===== src/rtl/io_bus_arbiter.sv =====
// io_bus_arbiter: two-master round-robin arbiter for the processor I/O bus.
// Master 0 is the processor I/O port, master 1 the debug/loader agent. One
// access runs at a time through a registered slave handshake. A slave that
// never answers is cut off after TIMEOUT_CYCLES and the access ends with err.
//
// Handshake: a master raises req with addr/write/wdata stable and holds it
// until its one-cycle ack. On the slave side s_valid rises with s_addr,
// s_write and s_wdata stable and stays high until the first cycle in which
// s_ready is sampled high (or the timeout expires); s_rdata is only looked
// at in a cycle where s_ready is high.
module io_bus_arbiter #(
  parameter int unsigned TIMEOUT_CYCLES = 255
) (
  input  logic        clk,
  input  logic        rst,
  // master 0: processor I/O port
  input  logic        m0_req,
  input  logic [31:0] m0_addr,
  input  logic        m0_write,
  input  logic [31:0] m0_wdata,
  output logic        m0_ack,
  output logic        m0_err,
  output logic [31:0] m0_rdata,
  // master 1: debug/loader agent
  input  logic        m1_req,
  input  logic [31:0] m1_addr,
  input  logic        m1_write,
  input  logic [31:0] m1_wdata,
  output logic        m1_ack,
  output logic        m1_err,
  output logic [31:0] m1_rdata,
  // slave side
  output logic        s_valid,
  output logic [31:0] s_addr,
  output logic        s_write,
  output logic [31:0] s_wdata,
  input  logic        s_ready,
  input  logic [31:0] s_rdata,
  // status
  output logic        busy,
  output logic        owner,
  output logic [1:0]  dbg_state
);

  // Counter just wide enough to hold TIMEOUT_CYCLES; it stops at the last
  // wait value, so it never wraps.
  localparam int unsigned CW = $clog2(TIMEOUT_CYCLES + 1);
  localparam logic [CW-1:0] CNT_LAST = CW'(TIMEOUT_CYCLES - 1);

  typedef enum logic [1:0] {
    ST_IDLE   = 2'd0,
    ST_ACCESS = 2'd1,
    ST_DONE   = 2'd2
  } state_e;

  state_e        state_q, state_d;
  logic          s_valid_q, s_valid_d;
  logic [31:0]   s_addr_q, s_addr_d;
  logic          s_write_q, s_write_d;
  logic [31:0]   s_wdata_q, s_wdata_d;
  logic          m0_ack_q, m0_ack_d;
  logic          m1_ack_q, m1_ack_d;
  logic          m0_err_q, m0_err_d;
  logic          m1_err_q, m1_err_d;
  logic [31:0]   m0_rdata_q, m0_rdata_d;
  logic [31:0]   m1_rdata_q, m1_rdata_d;
  logic          owner_q, owner_d;
  logic          last_grant_q, last_grant_d;
  logic [CW-1:0] cnt_q, cnt_d;
  logic          busy_q, busy_d;

  // Helper decodes used by the next-state logic.
  logic          grant;
  logic          finish;
  logic          timed_out;
  logic [31:0]   rd_value;

  // State and output registers; reset drops any access in flight silently.
  always_ff @(posedge clk) begin
    if (rst) begin
      state_q      <= ST_IDLE;
      s_valid_q    <= 1'b0;
      s_addr_q     <= 32'h0;
      s_write_q    <= 1'b0;
      s_wdata_q    <= 32'h0;
      m0_ack_q     <= 1'b0;
      m1_ack_q     <= 1'b0;
      m0_err_q     <= 1'b0;
      m1_err_q     <= 1'b0;
      m0_rdata_q   <= 32'h0;
      m1_rdata_q   <= 32'h0;
      owner_q      <= 1'b0;
      last_grant_q <= 1'b1;  // master 0 wins the first tie
      cnt_q        <= '0;
      busy_q       <= 1'b0;
    end else begin
      state_q      <= state_d;
      s_valid_q    <= s_valid_d;
      s_addr_q     <= s_addr_d;
      s_write_q    <= s_write_d;
      s_wdata_q    <= s_wdata_d;
      m0_ack_q     <= m0_ack_d;
      m1_ack_q     <= m1_ack_d;
      m0_err_q     <= m0_err_d;
      m1_err_q     <= m1_err_d;
      m0_rdata_q   <= m0_rdata_d;
      m1_rdata_q   <= m1_rdata_d;
      owner_q      <= owner_d;
      last_grant_q <= last_grant_d;
      cnt_q        <= cnt_d;
      busy_q       <= busy_d;
    end
  end

  // Next-state and next-output logic: arbitration in IDLE, wait/timeout in
  // ACCESS, one dead cycle in DONE so the served master can drop req.
  always_comb begin
    state_d      = state_q;
    s_valid_d    = s_valid_q;
    s_addr_d     = s_addr_q;
    s_write_d    = s_write_q;
    s_wdata_d    = s_wdata_q;
    m0_ack_d     = 1'b0;
    m1_ack_d     = 1'b0;
    m0_err_d     = 1'b0;
    m1_err_d     = 1'b0;
    m0_rdata_d   = m0_rdata_q;
    m1_rdata_d   = m1_rdata_q;
    owner_d      = owner_q;
    last_grant_d = last_grant_q;
    cnt_d        = cnt_q;
    busy_d       = busy_q;

    // A tie goes to the master that was not served last.
    grant     = (m0_req && m1_req) ? ~last_grant_q : m1_req;
    // s_ready wins over a timeout landing in the same cycle.
    finish    = s_ready || (cnt_q == CNT_LAST);
    timed_out = !s_ready;
    rd_value  = s_ready ? s_rdata : 32'h0;

    case (state_q)
      ST_IDLE: begin
        if (m0_req || m1_req) begin
          owner_d   = grant;
          s_addr_d  = grant ? m1_addr : m0_addr;
          s_write_d = grant ? m1_write : m0_write;
          s_wdata_d = grant ? m1_wdata : m0_wdata;
          s_valid_d = 1'b1;
          cnt_d     = '0;
          busy_d    = 1'b1;
          state_d   = ST_ACCESS;
        end
      end

      ST_ACCESS: begin
        if (finish) begin
          if (owner_q) begin
            m1_ack_d = 1'b1;
            m1_err_d = timed_out;
            if (!s_write_q) m1_rdata_d = rd_value;
          end else begin
            m0_ack_d = 1'b1;
            m0_err_d = timed_out;
            if (!s_write_q) m0_rdata_d = rd_value;
          end
          s_valid_d    = 1'b0;
          last_grant_d = owner_q;
          state_d      = ST_DONE;
        end else begin
          cnt_d = cnt_q + 1'b1;
        end
      end

      ST_DONE: begin
        busy_d  = 1'b0;
        state_d = ST_IDLE;
      end

      default: begin
        s_valid_d = 1'b0;
        busy_d    = 1'b0;
        state_d   = ST_IDLE;
      end
    endcase
  end

  assign m0_ack    = m0_ack_q;
  assign m1_ack    = m1_ack_q;
  assign m0_err    = m0_err_q;
  assign m1_err    = m1_err_q;
  assign m0_rdata  = m0_rdata_q;
  assign m1_rdata  = m1_rdata_q;
  assign s_valid   = s_valid_q;
  assign s_addr    = s_addr_q;
  assign s_write   = s_write_q;
  assign s_wdata   = s_wdata_q;
  assign busy      = busy_q;
  assign owner     = owner_q;
  assign dbg_state = state_q;

endmodule

===== config.mk =====
export PLATFORM = sky130hd
export DESIGN_NAME = io_bus_arbiter
export DESIGN_NICKNAME = d
export VERILOG_FILES = /design/src/rtl/io_bus_arbiter.sv
export SDC_FILE = /design/constraint.sdc
export NUM_CORES = 1
export LEC_CHECK = 0
export CAP_MARGIN = 30
export CORE_MARGIN = 1
export CORE_UTILIZATION = 41
export DETAILED_ROUTE_END_ITERATION = 10
export PLACE_DENSITY = 0.81
export SLEW_MARGIN = 20
export SYNTH_ARGS = -nofsm -noshare
export SYNTH_HDL_FRONTEND = slang
export SYNTH_SLANG_ARGS = --single-unit
export TNS_END_PERCENT = 5

===== constraint.sdc =====
create_clock -name clk -period 2 [get_ports clk]
set_input_delay 0.4 -clock clk [delete_from_list [all_inputs] [get_ports clk]]
set_output_delay 0.4 -clock clk [all_outputs]
set_load 0.02 [all_outputs]

### Word-level counts from Yosys, hierarchy flattened

Index checks and enable logic that the tools add are counted.

| word-level totals | value |
|---|---|
| bits in registers | 147 |
| input bits | 167 |
| logic and storage cells | 62 |

| operators by class | value |
|---|---|
| $add $sub $neg | 1 |
| eq/ne operators | 6 |
| muxes and demuxes | 17 |
| bitwise logic cells | 6 |
| reduce and logical (&&, ||, !) cells | 17 |

Operator list:

| cell | count |
|---|---|
| 32-bit 2-to-1 mux | 3 |
| 8-bit 2-to-1 mux | 2 |
| 8-bit one-hot mux with 2 select lines | 1 |
| 8-bit by 1-bit adder with 8-bit output, second input constant | 1 |
| 8-bit == test, second input constant | 1 |
| 2-bit AND reduction | 4 |
| 4-bit AND reduction | 2 |
| 4-bit OR reduction | 2 |
| 1-bit 2-to-1 mux | 6 |
| 2-bit != test, second input constant | 3 |
| 1-bit inverter | 6 |
| 3-bit AND reduction | 2 |
| 2-bit 2-to-1 mux | 2 |
| 2-bit one-hot mux with 2 select lines | 1 |
| 1-bit one-hot mux with 3 select lines | 1 |
| 3-bit OR reduction | 1 |
| 2-bit by 1-bit == test with 1-bit output, second input constant | 1 |
| 2-bit == test, second input constant | 1 |
| 2-bit zero test | 1 |
| 1-bit logical OR | 2 |
| 1-bit one-hot mux with 2 select lines | 1 |
| 2-bit nonzero test | 1 |
| 1-bit logical AND | 1 |
| 1-bit zero test | 1 |

### Depth between registers and ports, before layout

| depth | value |
|---|---|
| word-level depth | 4 |
| depth in mapped cells | 7 |

### Worst setup path before layout

OpenSTA, ideal clock, no wires.

| path | value |
|---|---|
| path type | flip-flop to flip-flop |
| from | reg cnt_q[0] |
| to | reg cnt_q[6] |
| setup time | 74 ps |
| data arrival time | 1474 ps |
| required time | 1926 ps |
| slack | 452 ps |
| cell stages (with the launch flop) | 7 |
| path buffers | 0 |
| period minus slack after synthesis | 1548 ps |
| cell sequence | dfxtp_1 inv_1 ha_1 nand3_1 o21ai_1 or4_1 a31oi_1 |

| on the way | value |
|---|---|
| word-level cells in the longest chain between the ends | 4 |
| elaborated cells between the ends (all ways) | 7 |

Ends and longest elaborated chain:

| what | line | text |
|---|---|---|
| start, declared | 69 | `logic [CW-1:0] cnt_q, cnt_d;` |
| start signal, assigned | 110 | `cnt_q <= cnt_d;` |
| parallel branches: the longest is 4 deep, another holds 8-bit by 1-bit adder with 8-bit output | n/a |  |

Parallel ways; which one is timed is not known. The select of a mux whose other input is x is not followed.
A chain may end at the register's enable or synchronous reset.

### Worst setup path in the final report

| path | value |
|---|---|
| from | reg s_write_q, in the netlist s_write |
| to | out s_write |

RTL lines:

| what | line | text |
|---|---|---|
| start, declared | 59 | `logic s_write_q, s_write_d;` |
| start signal, assigned | 100 | `s_write_q <= s_write_d;` |
| end, declared | 35 | `output logic s_write,` |

No word-level cell between the ends.

==> qor.txt <==
Outcome: finished, final reports clean
Post-synthesis sequential area ratio: 46.3%
Synth Area in XOR/XNOR: 0%
Root Driver: clkbuf_16
Tcrit/Tclk final: 95.4%
Routed wire length: 18,000 µm
Top Layer Used: met4
Share of the synthesized area in the top cell type: 46.3%
Flop pwr share: 39.8%
Startpoint Class: flip-flop
Worst EP arrival: 1.51 ns
Post-DP HPWL: 13,300 µm
Peak supply drop: 552 µV
Top post-synthesis cells by area: dfxtp_1 46%, mux2i_1 20%, a211oi_1 7.7%
Synth Warn #: 0
Routed wl met3: 1210 µm
Distinct cell type count after synthesis: 38
Number of flops mapped to enable cells by yosys: 0
Die H: 126 µm
Drt wl/cell: 16.0 µm
DRT antenna net count: 0
Via density: 5.00
P_sw: 2140 µW
Initial cell density of the core: 41.9%
Worst hold path type: in -> reg
CP top delay family: buffers and inverters
Die Area: 0.0160 mm²
Die X: 126 µm
Total global routing overflow: 0
CTS tree: yes
Synth top cells by count: 147 x dfxtp_1, 129 x mux2i_1, 71 x nor2_1, 67 x nand2b_1, 65 x a211oi_1
Antenna diodes: 0
Initial DRC count: 168
Final hold viol count: 0
Synth Area in Simple Gates: 18.5%
Worst setup EP type: output port
Clock Sinks: 147
First-pass GRT wire length: 28,300 µm
Metal2 WL: 8790 µm
Design Area, Final: 0.0103 mm²
Leak: 0.00418 µW
Vias post-DR: 5,610
Compound-cell area share of the yosys netlist: 10.1%
R2r setup slk: 0.28 ns
Met1 wire length: 7390 µm
Ys async rst share: 0%
Primary FF master, synth: dfxtp_1
Mux cell area share after synthesis: 20.3%
Clock transition at path regs: 0.06 ns
Fillers: 1,209
Floorplan row count: 45
Power density over cell area: 783 mW/mm²
Clock group share of total power: 38.9%
P_int: 5940 µW
Worst rel slew slack: 71.4%
Drt first pass iters: 4
Worst-skew pair later-pin latency: 0.42 ns
Most common cell in the synthesized netlist: dfxtp_1
Fin. max-slew vios: 0
Area leader, netlist: dfxtp_1
CTS Hold Buffers Added: 0
CORE AREA: 0.0151 mm²
Setup Skew: 0.00662 ns
CTS H-tree lvls: 4
Port bufs: 304
I/O Pins: 305
Post-DP Area: 0.00973 mm²
Synthesis-to-finish area growth: 62.4%
Buffers and inverters on the worst path: 1
Syn nets: 795
Total GRT Usage: 23.0%
Fmax: 524 MHz
Vias in the first global route: 5,447
# nets final: 1,091
Register bit total from synthesis: 147
Setup TNS: 0 ns
Largest net degree at the start of global routing: 64
Final GP Congestion: 0.811
Residual DRC: 0
TritonCTS Buffers: 17
Post-synthesis adder-cell area fraction: 0.394%
Sw frac: 26.4%
Logic pwr share: 21.3%
CP required: 1.60 ns
Synth Cell Area: 0.00635 mm²
Worst slew pin tran: 0.428 ns
Max incr delay on CP: 0.69 ns
Worst-path fanout max: 4
Unrepaired setup endpoints after global routing: no
Crit-path cells: clkdlybuf4s50_1
Clk buf depth: 2
Max Cap Violations: 0
Antenna violations before repair: 0
Endpoints failing setup: 0
WS Path Type: reg -> out
Largest family of logic cells by synthesized area: multiplexers
Fraction of layout cells with a size suffix above 1: 7.38%
Slowest cell on crit path: clkdlybuf4s50_1
Cells after Synth: 626
Minimum clock period: 1.91 ns
Synthesized area per cell: 10.1 µm²
## per-layer routing
metal  global-route usage (%)  vias up
met2                     39.7      216
li1                         -     2826
met1                     25.7     2533
met4                     11.3        0
met3                     7.00       35
met5                        0        -
## flip-flops by register name, summed over array words and instances (netlist names), 2 cells and up
register and count:
cnt_q 8, s_addr 32, m0_rdata 32, dbg_state 2, s_wdata 32, m1_rdata 32
## power groups by stage
stage          logic, µW  registers [µW]  clock network [µW]
5_1_grt             1830            3240                3330
4_1_cts             1730            3220                3210
3_3_place_gp        1710            3270                   0
2_1_floorplan        596            3500                   0
3_5_place_dp        1730            3280                   0
6_report            1720            3220                3140
## worst paths after layout
kind         cells after the start      endpoint          from
max                              1       s_write       s_write
min                              2  dbg_state[1]           rst
max reg2reg                      7      cnt_q[3]      cnt_q[0]
min reg2reg                      2  m0_rdata[31]  m0_rdata[31]
## what timing repair did
| action | 4_1_cts | 5_1_grt |
|---|---|---|
| resized for setup | 0 | 1 |
| endpoints found under the setup margin | 0 | 1 |
| buffers inserted | 0 | 0 |
## cells by family (layout without fill, tap and decap cells)
group | Yosys count | in the layout
compound gates | 87 | 87
flops | 147 | 147
fa+ha+maj | 2 | 2
mux | 129 | 129
buf+inv | 57 | 366
simple gates | 204 | 204
## through the flow
stage	hold slack (ns)	util, %	std cells	setup WS [ns]	total power [µW]
after floorplan	0.474	-	626	0.452	4100
after global placement	0.459	64.2	1091	0.0455	4990
after detailed placement	0.465	64.2	1091	0.00645	5010
after CTS	0.381	68.1	1123	0.0291	8170
after global routing	0.448	68.1	1123	0.00185	8410
final	0.411	68.1	1123	0.0923	8080
## area by class of cell
type | instances | area [µm²] | share of cell area [%]
Sequential cell | 147 | 2940 | 28.5
Tap cell | 188 | 235 | 2.28
Inverter | 2 | 7.51 | 0.0728
Clock buffer | 20 | 457 | 4.43
Multi-Input combinational cell | 422 | 3140 | 30.5
Clock inverter | 12 | 129 | 1.25
Timing Repair Buffer | 332 | 3400 | 33.0
## cells in the final DEF (no fill, tap or decap), types with 2 or more instances in the layout
cell             netlist  final
bufinv_16              0      2
clkbuf_16              0     17
buf_4                  6     17
a211oi_1              65     65
nand2b_1              67     67
a21oi_1                6      6
nand3b_1              34     34
clkdlybuf4s50_1        0    302
buf_12                 0     12
nand3_1               11     11
o21ai_1                2      2
ha_1                   2      2
inv_6                  0      2
o211ai_1               3      3
nor2_1                71     71
inv_1                  2      2
clkbuf_8               0      2
a31oi_1                4      4
nor3_1                 2      2
mux2i_1              129    129
clkinvlp_4             0      3
nand2_1                4      4
or4_1                  5      5
clkinv_2               0      4
dfxtp_1              147    147
Power figures use the tool's default switching activity.
